$ cat src/rtl/gbc_hdma_engine.sv
// Game Boy Color VRAM DMA engine (GDMA and HBlank DMA) moving 16-byte blocks
// from a pipelined source read port to a write-only VRAM port.
module gbc_hdma_engine #(
  parameter int SrcAddrWidth  = 16,
  parameter int VramAddrWidth = 13
) (
  input  logic                     CLK,
  input  logic                     RST,
  input  logic [2:0]               REG_SEL,
  input  logic                     REG_WE,
  input  logic [7:0]               REG_DI,
  output logic [7:0]               REG_DO,
  input  logic                     HBLANK,
  input  logic                     LCD_ON,
  output logic                     CPU_HOLD,
  output logic                     SRC_STB,
  output logic [SrcAddrWidth-1:0]  SRC_ADDR,
  input  logic [7:0]               SRC_DAT,
  input  logic                     SRC_ACK,
  input  logic                     SRC_STALL,
  output logic                     VRAM_STB,
  output logic [VramAddrWidth-1:0] VRAM_ADDR,
  output logic [7:0]               VRAM_DAT,
  input  logic                     VRAM_ACK,
  input  logic                     VRAM_STALL
);

  localparam logic [2:0] StIdle     = 3'd0;
  localparam logic [2:0] StArmed    = 3'd1;
  localparam logic [2:0] StRead     = 3'd2;
  localparam logic [2:0] StWrite    = 3'd3;
  localparam logic [2:0] StBlockEnd = 3'd4;

  logic [2:0]  state_q, state_d;
  logic [15:0] srcAddr_q, srcAddr_d;
  logic [12:0] dstAddr_q, dstAddr_d;
  logic [7:0]  data_q, data_d;
  logic [3:0]  byteCnt_q, byteCnt_d;
  logic [6:0]  remaining_q, remaining_d;
  logic        hdma_q, hdma_d;
  logic        cancelPend_q, cancelPend_d;
  logic        cancelled_q, cancelled_d;
  logic        srcStb_q, srcStb_d;
  logic        vramStb_q, vramStb_d;
  logic        hblank_q;
  logic        hblankEdge;
  logic        wr55;

  assign hblankEdge = HBLANK & ~hblank_q & LCD_ON;
  assign wr55       = REG_WE && (REG_SEL == 3'd5);

  // The address counters double as FF51..FF54; they keep advancing across blocks.
  always_comb begin
    state_d      = state_q;
    srcAddr_d    = srcAddr_q;
    dstAddr_d    = dstAddr_q;
    data_d       = data_q;
    byteCnt_d    = byteCnt_q;
    remaining_d  = remaining_q;
    hdma_d       = hdma_q;
    cancelPend_d = cancelPend_q;
    cancelled_d  = cancelled_q;
    srcStb_d     = srcStb_q;
    vramStb_d    = vramStb_q;
    case (state_q)
      StIdle: begin
        if (REG_WE) begin
          case (REG_SEL)
            3'd1:    srcAddr_d[15:8] = REG_DI;
            3'd2:    srcAddr_d[7:0]  = {REG_DI[7:4], 4'h0};
            3'd3:    dstAddr_d[12:8] = REG_DI[4:0];
            3'd4:    dstAddr_d[7:0]  = {REG_DI[7:4], 4'h0};
            default: ;
          endcase
        end
      end
      StArmed: begin
        if (hblankEdge) begin
          state_d  = StRead;
          srcStb_d = 1'b1;
        end
      end
      StRead: begin
        if (srcStb_q) begin
          if (!SRC_STALL) srcStb_d = 1'b0;
        end else if (SRC_ACK) begin
          data_d    = SRC_DAT;
          state_d   = StWrite;
          vramStb_d = 1'b1;
        end
      end
      StWrite: begin
        if (vramStb_q) begin
          if (!VRAM_STALL) vramStb_d = 1'b0;
        end else if (VRAM_ACK) begin
          srcAddr_d = srcAddr_q + 16'd1;
          dstAddr_d = dstAddr_q + 13'd1;
          byteCnt_d = byteCnt_q + 4'd1;
          if (byteCnt_q == 4'hF) begin
            state_d = StBlockEnd;
          end else begin
            state_d  = StRead;
            srcStb_d = 1'b1;
          end
        end
      end
      StBlockEnd: begin
        cancelPend_d = 1'b0;
        if (remaining_q == 7'd0) begin
          state_d     = StIdle;
          cancelled_d = 1'b0;
        end else begin
          remaining_d = remaining_q - 7'd1;
          if (cancelPend_q) begin
            state_d     = StIdle;
            cancelled_d = 1'b1;
          end else if (hdma_q) begin
            state_d = StArmed;
          end else begin
            state_d  = StRead;
            srcStb_d = 1'b1;
          end
        end
      end
      default: state_d = StIdle;
    endcase

    // An FF55 write is judged against the post-block-end state.
    if (wr55) begin
      if (state_d == StIdle) begin
        remaining_d  = REG_DI[6:0];
        hdma_d       = REG_DI[7];
        cancelled_d  = 1'b0;
        cancelPend_d = 1'b0;
        byteCnt_d    = 4'd0;
        if (REG_DI[7]) begin
          state_d = StArmed;
        end else begin
          state_d  = StRead;
          srcStb_d = 1'b1;
        end
      end else if (hdma_q) begin
        if (REG_DI[7]) begin
          remaining_d  = REG_DI[6:0];
          cancelPend_d = 1'b0;
        end else if (state_d == StArmed) begin
          state_d     = StIdle;
          cancelled_d = 1'b1;
        end else begin
          cancelPend_d = 1'b1;
        end
      end
    end
  end

  always_ff @(posedge CLK or posedge RST) begin
    if (RST) begin
      state_q      <= StIdle;
      srcAddr_q    <= '0;
      dstAddr_q    <= '0;
      data_q       <= '0;
      byteCnt_q    <= '0;
      remaining_q  <= '0;
      hdma_q       <= 1'b0;
      cancelPend_q <= 1'b0;
      cancelled_q  <= 1'b0;
      srcStb_q     <= 1'b0;
      vramStb_q    <= 1'b0;
      hblank_q     <= 1'b0;
    end else begin
      state_q      <= state_d;
      srcAddr_q    <= srcAddr_d;
      dstAddr_q    <= dstAddr_d;
      data_q       <= data_d;
      byteCnt_q    <= byteCnt_d;
      remaining_q  <= remaining_d;
      hdma_q       <= hdma_d;
      cancelPend_q <= cancelPend_d;
      cancelled_q  <= cancelled_d;
      srcStb_q     <= srcStb_d;
      vramStb_q    <= vramStb_d;
      hblank_q     <= HBLANK;
    end
  end

  always_comb begin
    REG_DO = 8'hFF;
    if (REG_SEL == 3'd5) begin
      if (state_q != StIdle)  REG_DO = {1'b0, remaining_q};
      else if (cancelled_q)   REG_DO = {1'b1, remaining_q};
    end
  end

  assign CPU_HOLD  = (state_q == StRead) || (state_q == StWrite) || (state_q == StBlockEnd);
  assign SRC_STB   = srcStb_q;
  assign SRC_ADDR  = SrcAddrWidth'(srcAddr_q);
  assign VRAM_STB  = vramStb_q;
  assign VRAM_ADDR = VramAddrWidth'(dstAddr_q);
  assign VRAM_DAT  = data_q;

endmodule

$ cat config.mk
export PLATFORM = sky130hd
export DESIGN_NAME = gbc_hdma_engine
export DESIGN_NICKNAME = d
export VERILOG_FILES = /design/src/rtl/gbc_hdma_engine.sv
export SDC_FILE = /design/constraint.sdc
export NUM_CORES = 1
export LEC_CHECK = 0
export BUFFER_PORTS_ARGS = -buffer_cell sky130_fd_sc_hd__clkbuf_2
export CAP_MARGIN = 5
export CORE_MARGIN = 8
export CORE_UTILIZATION = 49
export DETAILED_ROUTE_END_ITERATION = 6
export PLACE_DENSITY = 0.83
export SLEW_MARGIN = 25
export SYNTH_ARGS = -nofsm -noshare
export SYNTH_HDL_FRONTEND = slang
export SYNTH_SLANG_ARGS = --single-unit
$ cat constraint.sdc
create_clock -name CLK -period 2.3 [get_ports CLK]
set_input_delay 0.115 -clock CLK [delete_from_list [all_inputs] [get_ports CLK]]
set_output_delay 0.115 -clock CLK [all_outputs]
set_load 0.02 [all_outputs]
== Word level (Yosys, flattened, before mapping) ==
Cells that the tools add are included.

* Bits in registers: 57
* Output and inout bits: 48
* Word-level logic and storage cells: 132

* Equality and inequality tests: 20
* Mux-type cells: 74
* Bitwise gates (word level): 4
* Add/sub/neg operators: 4
* Reductions and logical operators: 16

{| class="wikitable"
|+ Operator list
! operator !! count
|-
| 7-bit 2-to-1 mux || 7
|-
| 16-bit 2-to-1 mux || 3
|-
| 8-bit 2-to-1 mux || 5
|-
| 13-bit 2-to-1 mux || 3
|-
| 3-bit 2-to-1 mux || 11
|-
| 16-bit one-hot mux with 2 select lines || 1
|-
| 1-bit 2-to-1 mux || 30
|-
| 13-bit one-hot mux with 2 select lines || 1
|-
| 4-bit 2-to-1 mux || 5
|-
| 5-bit AND reduction || 4
|-
| 16-bit by 1-bit adder with 16-bit output (second input constant) || 1
|-
| 3-bit one-hot mux with 5 select lines || 1
|-
| 13-bit by 1-bit adder with 13-bit output (second input constant) || 1
|-
| 3-bit by 2-bit equality test with 1-bit output (second input constant) || 4
|-
| 2-bit inequality test (second input constant) || 6
|-
| 3-bit by 1-bit equality test with 1-bit output (second input constant) || 3
|-
| 3-bit equality test (second input constant) || 3
|-
| 2-bit 2-to-1 mux || 4
|-
| 7-bit zero test || 1
|-
| 7-bit by 1-bit subtractor with 7-bit output (second input constant) || 1
|-
| 3-bit zero test || 2
|-
| 2-bit by 1-bit inequality test with 1-bit output (second input constant) || 3
|-
| 3-bit AND reduction || 2
|-
| 5-bit 2-to-1 mux || 1
|-
| other kinds (11) || 15
|}

== Depth between registers and ports, before layout ==
* Depth in word-level cells: 11
* Mapped depth: 9

== Least setup slack after synthesis ==
No wires, ideal clock.

* Kind: register to register
* From: register remaining_q[0]
* To: register remaining_q[0]
* Path slack: 0.127 ns
* Arrival: 2.048 ns
* Cell stages (with the launch flop): 9
* Clock period less this slack: 2.173 ns
* Data required time: 2.175 ns
* Cells stage by stage: dfrtp_1 > inv_1 > ha_1 > nor4b_4 > a211oi_2 > o41ai_4 > nand4_4 > nand2_4 > mux2_4

* Longest elaborated chain between the ends: 7
* Elaborated cells on any way between the ends: 11

{| class="wikitable"
|+ Ends and longest elaborated chain
! item !! line !! text
|-
| start: declaration || 39 || <nowiki>logic [6:0] remaining_q, remaining_d;</nowiki>
|-
| start signal: assignment || 176 || <nowiki>remaining_q <= remaining_d;</nowiki>
|-
| 7-bit by 1-bit subtractor with 7-bit output / 7-bit zero test (equally long branches) || 113, 109 ||
|-
| 7-bit 2-to-1 mux || 109 || <nowiki>if (remaining_q == 7'd0) begin</nowiki>
|-
| 7-bit 2-to-1 mux || 65 || <nowiki>case (state_q)</nowiki>
|-
| 7-bit 2-to-1 mux || 143 || <nowiki>if (REG_DI[7]) begin</nowiki>
|-
| 7-bit 2-to-1 mux || 142 || <nowiki>end else if (hdma_q) begin</nowiki>
|-
| 7-bit 2-to-1 mux || 130 || <nowiki>if (state_d == StIdle) begin</nowiki>
|-
| 7-bit 2-to-1 mux (*) || 129 || <nowiki>if (wr55) begin</nowiki>
|-
| via remaining_d[0] || 39 ||
|}

Mark *: on every way through the listed nets, which the timed path passes. The rest lies on a longest branch.
A chain may end at the register's enable or synchronous reset.

== Worst setup path after layout ==
* From: register state_q[0]
* To: register srcAddr_q[8], in the netlist SRC_ADDR[8]

* Longest elaborated chain between the ends: 3
* Elaborated cells on any way between the ends: 9

{| class="wikitable"
|+ Ends and longest elaborated chain
! item !! line !! text
|-
| start: declaration || 34 || <nowiki>logic [2:0] state_q, state_d;</nowiki>
|-
| start signal: assignment || 158 || <nowiki>state_q <= StIdle;</nowiki>
|-
| start signal: assignment || 171 || <nowiki>state_q <= state_d;</nowiki>
|-
| 3-bit by 2-bit equality test with 1-bit output / 3-bit zero test (equally long branches) || 65 ||
|-
| 2-bit inequality test (no line) (tied with other cells) || - ||
|-
| 5-bit AND reduction (no line) || - ||
|-
| end signal: assignment || 172 || <nowiki>srcAddr_q <= srcAddr_d;</nowiki>
|-
| end: declaration || 35 || <nowiki>logic [15:0] srcAddr_q, srcAddr_d;</nowiki>
|}

Parallel ways exist; a longest one is shown, timed or not.

==> flow_metrics.env <==
export IMPL_antennaDiodeCount=0
export IMPL_synth_edf_count=0
export IMPL_cp_common_cell="o21ai_0"
export IMPL_final_setup_tns_ns=0
export IMPL_yosys_warnings=0
export IMPL_setup_repair_after_global_routing_missed_its_margin="false"
export IMPL_timing_final_crit_period_ns=2.12
export IMPL_io_buffers=75
export IMPL_fillerInstances=577
export IMPL_timing_worst_slew_pin_value_ns=0.723
export IMPL_synth_area_per_cell_um2=9.30
export IMPL_timing_final_crit_share_pct=92.4
export IMPL_critPathMaxFanout=16
export IMPL_timing_max_cap_violations=0
export IMPL_static_leakage_power_nw=1.82
export IMPL_cp_cell_instances="buf_4 > nor4_2 > nand2_1 > o21ai_0 > o21ai_2 > o21ai_0 > o21ai_0"
export IMPL_floorplan_die_area_mm2=0.00967
export IMPL_area_growth_syn_to_layout_pct=22.4
export IMPL_worst_endpoint_required_ns=2.47
export IMPL_area_of_the_core_mm2=0.00668
export IMPL_post_synthesis_cell_area_mm2=0.00332
export IMPL_floorplan_io_pins=76
export IMPL_worst_hold_path_num_cells=2
export IMPL_ys_flop_type="dfrtp_1"
export IMPL_grt_pass1_vias=3108
export IMPL_fp_dieH_um=98.3
export IMPL_remaining_antenna_violation_count=0
export IMPL_postSynth_asyncResetShare_pct=100
export IMPL_drt_total_wl_um=9160
export IMPL_r2r_end="SRC_ADDR[8]"
export IMPL_setup_ws_ns=0.175
export IMPL_multi_input_comb_area_mm2=0.00183
export IMPL_placed_instances=511
export IMPL_synth_net_count=389
export IMPL_place_detailed_hpwl_um=6660
export IMPL_cts_buffers=9
export IMPL_tritoncts_num_sinks=57
export IMPL_cp_end_kind="flop"
export IMPL_tightest_hold_margin_ns=0.0192
export IMPL_rows=30
export IMPL_timing_critical_path_slowest_stage_cell="dfrtp_1"
export IMPL_cp_arrival_ns=2.30
export IMPL_grt_max_degree=58
export IMPL_cts_tree="yes"
export IMPL_post_synth_inst_count=357
export IMPL_worst_hold_path_endpoint="VRAM_DAT[2]"
export IMPL_worst_r2r_startpoint="state_q[0]"
export IMPL_finalNonFillerCells=530
export IMPL_finalSetupViolations=0
export IMPL_htree_num_levels=3
export IMPL_synth_seq_area_share_pct=43.0
export IMPL_initial_antenna_violation_count=0
export IMPL_chipWidth_um=98.3
export IMPL_placement_stage_worst_setup_slack_ns=-0.0274
export IMPL_finalHoldViolations=0
export IMPL_clk_insertion_delay_late_ns=0.33
export IMPL_yosysUniqueCellTypes=55
export IMPL_final_max_slew_viol_count=0
export IMPL_routedWlPerCell_um=17.3
export IMPL_via_per_inst=5.95
export IMPL_remaining_drc_errors=0
export IMPL_register_area_mm2=0.00143
export IMPL_cts_buffer_depth=2
export IMPL_worst_r2r_setup_slack_ns=0.18
export IMPL_ir_drop_mv=0.884
export IMPL_cp_buffers_inverters=1
export IMPL_initial_utilization_pct=49.7
export IMPL_path_class="reg2reg"
export IMPL_cts_clk_slew_worst_paths_ns=0.06
export IMPL_final_layout_size_suffix_gt1_share_pct=29.3
export IMPL_drtIter0Drc=271
export IMPL_grt_first_pass_wirelength_um=15200
export IMPL_cts_root_buffer="clkbuf_8"
export IMPL_net_count_final=479
export IMPL_synth_ff_latch_count=57
export IMPL_critPathMaxStageDelay_ns=0.48
export IMPL_clock_fmax_mhz=471
export IMPL_drt_pass1_iter_count=5
export IMPL_worst_slew_margin_rel_pct=51.8
export IMPL_post_cts_setup_buffers=0
export IMPL_reg2regPathDepth=7
export IMPL_place_gp_congestion=0.872
export IMPL_gr_usage_all_layers_pct=19.3
export IMPL_timing_hold_worst_class="in2reg"
export IMPL_grt_overflow_total=0
export IMPL_critPathTopFamily="compound AO/OA/AOI/OAI gates"
export IMPL_fin_skew_ns=0.00492
export IMPL_power_per_cell_area_mw_per_mm2=1260
export IMPL_run_status="completed"
export IMPL_routed_via_count=3155
export IMPL_source_of_the_worst_hold_timing_path="SRC_DAT[2]"
export IMPL_critPathLaunchType="flop"
==> per-layer routing <==
| layer | vias to the layer above | share of wire [%] | track usage [%] |
|---|---|---|---|
| li1 | 1497 | - | - |
| met1 | 1534 | 43 | 24.2 |
| met2 | 112 | 49 | 30.8 |
| met3 | 12 | 5.8 | 4.98 |
| met4 | 0 | 1.7 | 7.91 |
| met5 | - | 0 | 0 |
==> synthesized netlist by cell type, types with 7 or more instances <==
master     n  area [um2]
clkbuf_1   7        26.3
o22a_1    13         114
nand3_1   16        80.1
a31oi_1    9        56.3
mux2_2     9         101
nor2_1    37         139
nand2b_1  10        62.6
a21oi_1   42         210
and3_1    11        68.8
nand2_1   33         124
o21ai_0   22         110
dfrtp_1   57        1430
==> report_power, final <==
group | switching, W | internal (W) | total [W]
clock | 0.000359 | 0.000439 | 0.000798
combinational | 0.00144 | 0.000987 | 0.00242
sequential | 0.000481 | 0.00142 | 0.00190
==> per-stage QoR <==
| stage | power, W | area, um2 | utilization (%) |
|---|---|---|---|
| 6_report | 0.00512 | 4070 | 60.8 |
| 5_1_grt | 0.00548 | 4070 | 60.8 |
| 4_1_cts | 0.00513 | 4040 | 60.4 |
| 3_5_place_dp | 0.00430 | 3840 | 57.5 |
| 3_3_place_gp | 0.00420 | 3840 | 57.5 |
| 2_1_floorplan | 0.00350 | 3320 | - |
==> repair_timing <==
action                                  4_1_cts  5_1_grt
hold buffers                                  3        2
endpoints found under the hold margin        59        2
endpoints found under the setup margin        1        9
pin swaps                                     0        1
resized for setup                             1        1
==> area by class of cell <==
class | count | area share, %
Multi-Input combinational cell | 281 | 44.9
Inverter | 6 | 0.554
Tap cell | 80 | 2.46
Sequential cell | 57 | 35.1
Timing Repair Buffer | 92 | 13.0
Clock buffer | 14 | 4.00
==> cell families (layout without fill, tap and decap cells) <==
logic type	Yosys count	in the layout	synth area share [%]
xor+xnor	7	7	1.85
flops	57	57	43.0
fa+ha+maj	4	4	1.51
mux	16	16	6.07
compound gates	111	111	21.4
simple gates	143	143	23.7
buf+inv	19	112	2.45
==> how the worst max path moves through the flow <==
stage / startpoint / to / cells past startpoint
detailed placement: state_q[0] / SRC_ADDR[8] / 7
global route: state_q[0] / SRC_ADDR[8] / 7
finish: state_q[0] / SRC_ADDR[8] / 7
global placement: remaining_q[0] / remaining_q[3] / 8
floorplan: remaining_q[0] / remaining_q[0] / 8
CTS: remaining_q[0] / remaining_q[5] / 8
==> cell usage in the layout, fill, tap and decap left out, drive strengths merged, types with 3 or more instances in the layout <==
cell type    netlist  final
nand2b            10     10
nor3               7      7
dfrtp             57     57
nor4               3      3
o21ai             25     25
a22o               3      3
a21oi             43     43
nor2              38     38
mux2              15     15
xor2               4      4
inv                6      6
o22a              13     13
a31oi              9      9
xnor2              3      3
o22ai              5      5
and2               3      3
and4               3      3
ha                 4      4
and3              11     11
nand3             16     16
nand2             34     34
buf                6     12
dlygate4sd3        0      5
nand4              5      5
clkbuf             7     89
==> state kept, by name, indices dropped and copies added (netlist names) <==
register / cells
hdma_q: 1
VRAM_DAT: 8
hblank_q: 1
cancelPend_q: 1
SRC_STB: 1
state_q: 3
cancelled_q: 1
byteCnt_q: 4
VRAM_STB: 1
SRC_ADDR: 16
remaining_q: 7
VRAM_ADDR: 13
No activity file was read; power rests on OpenSTA's default activity.
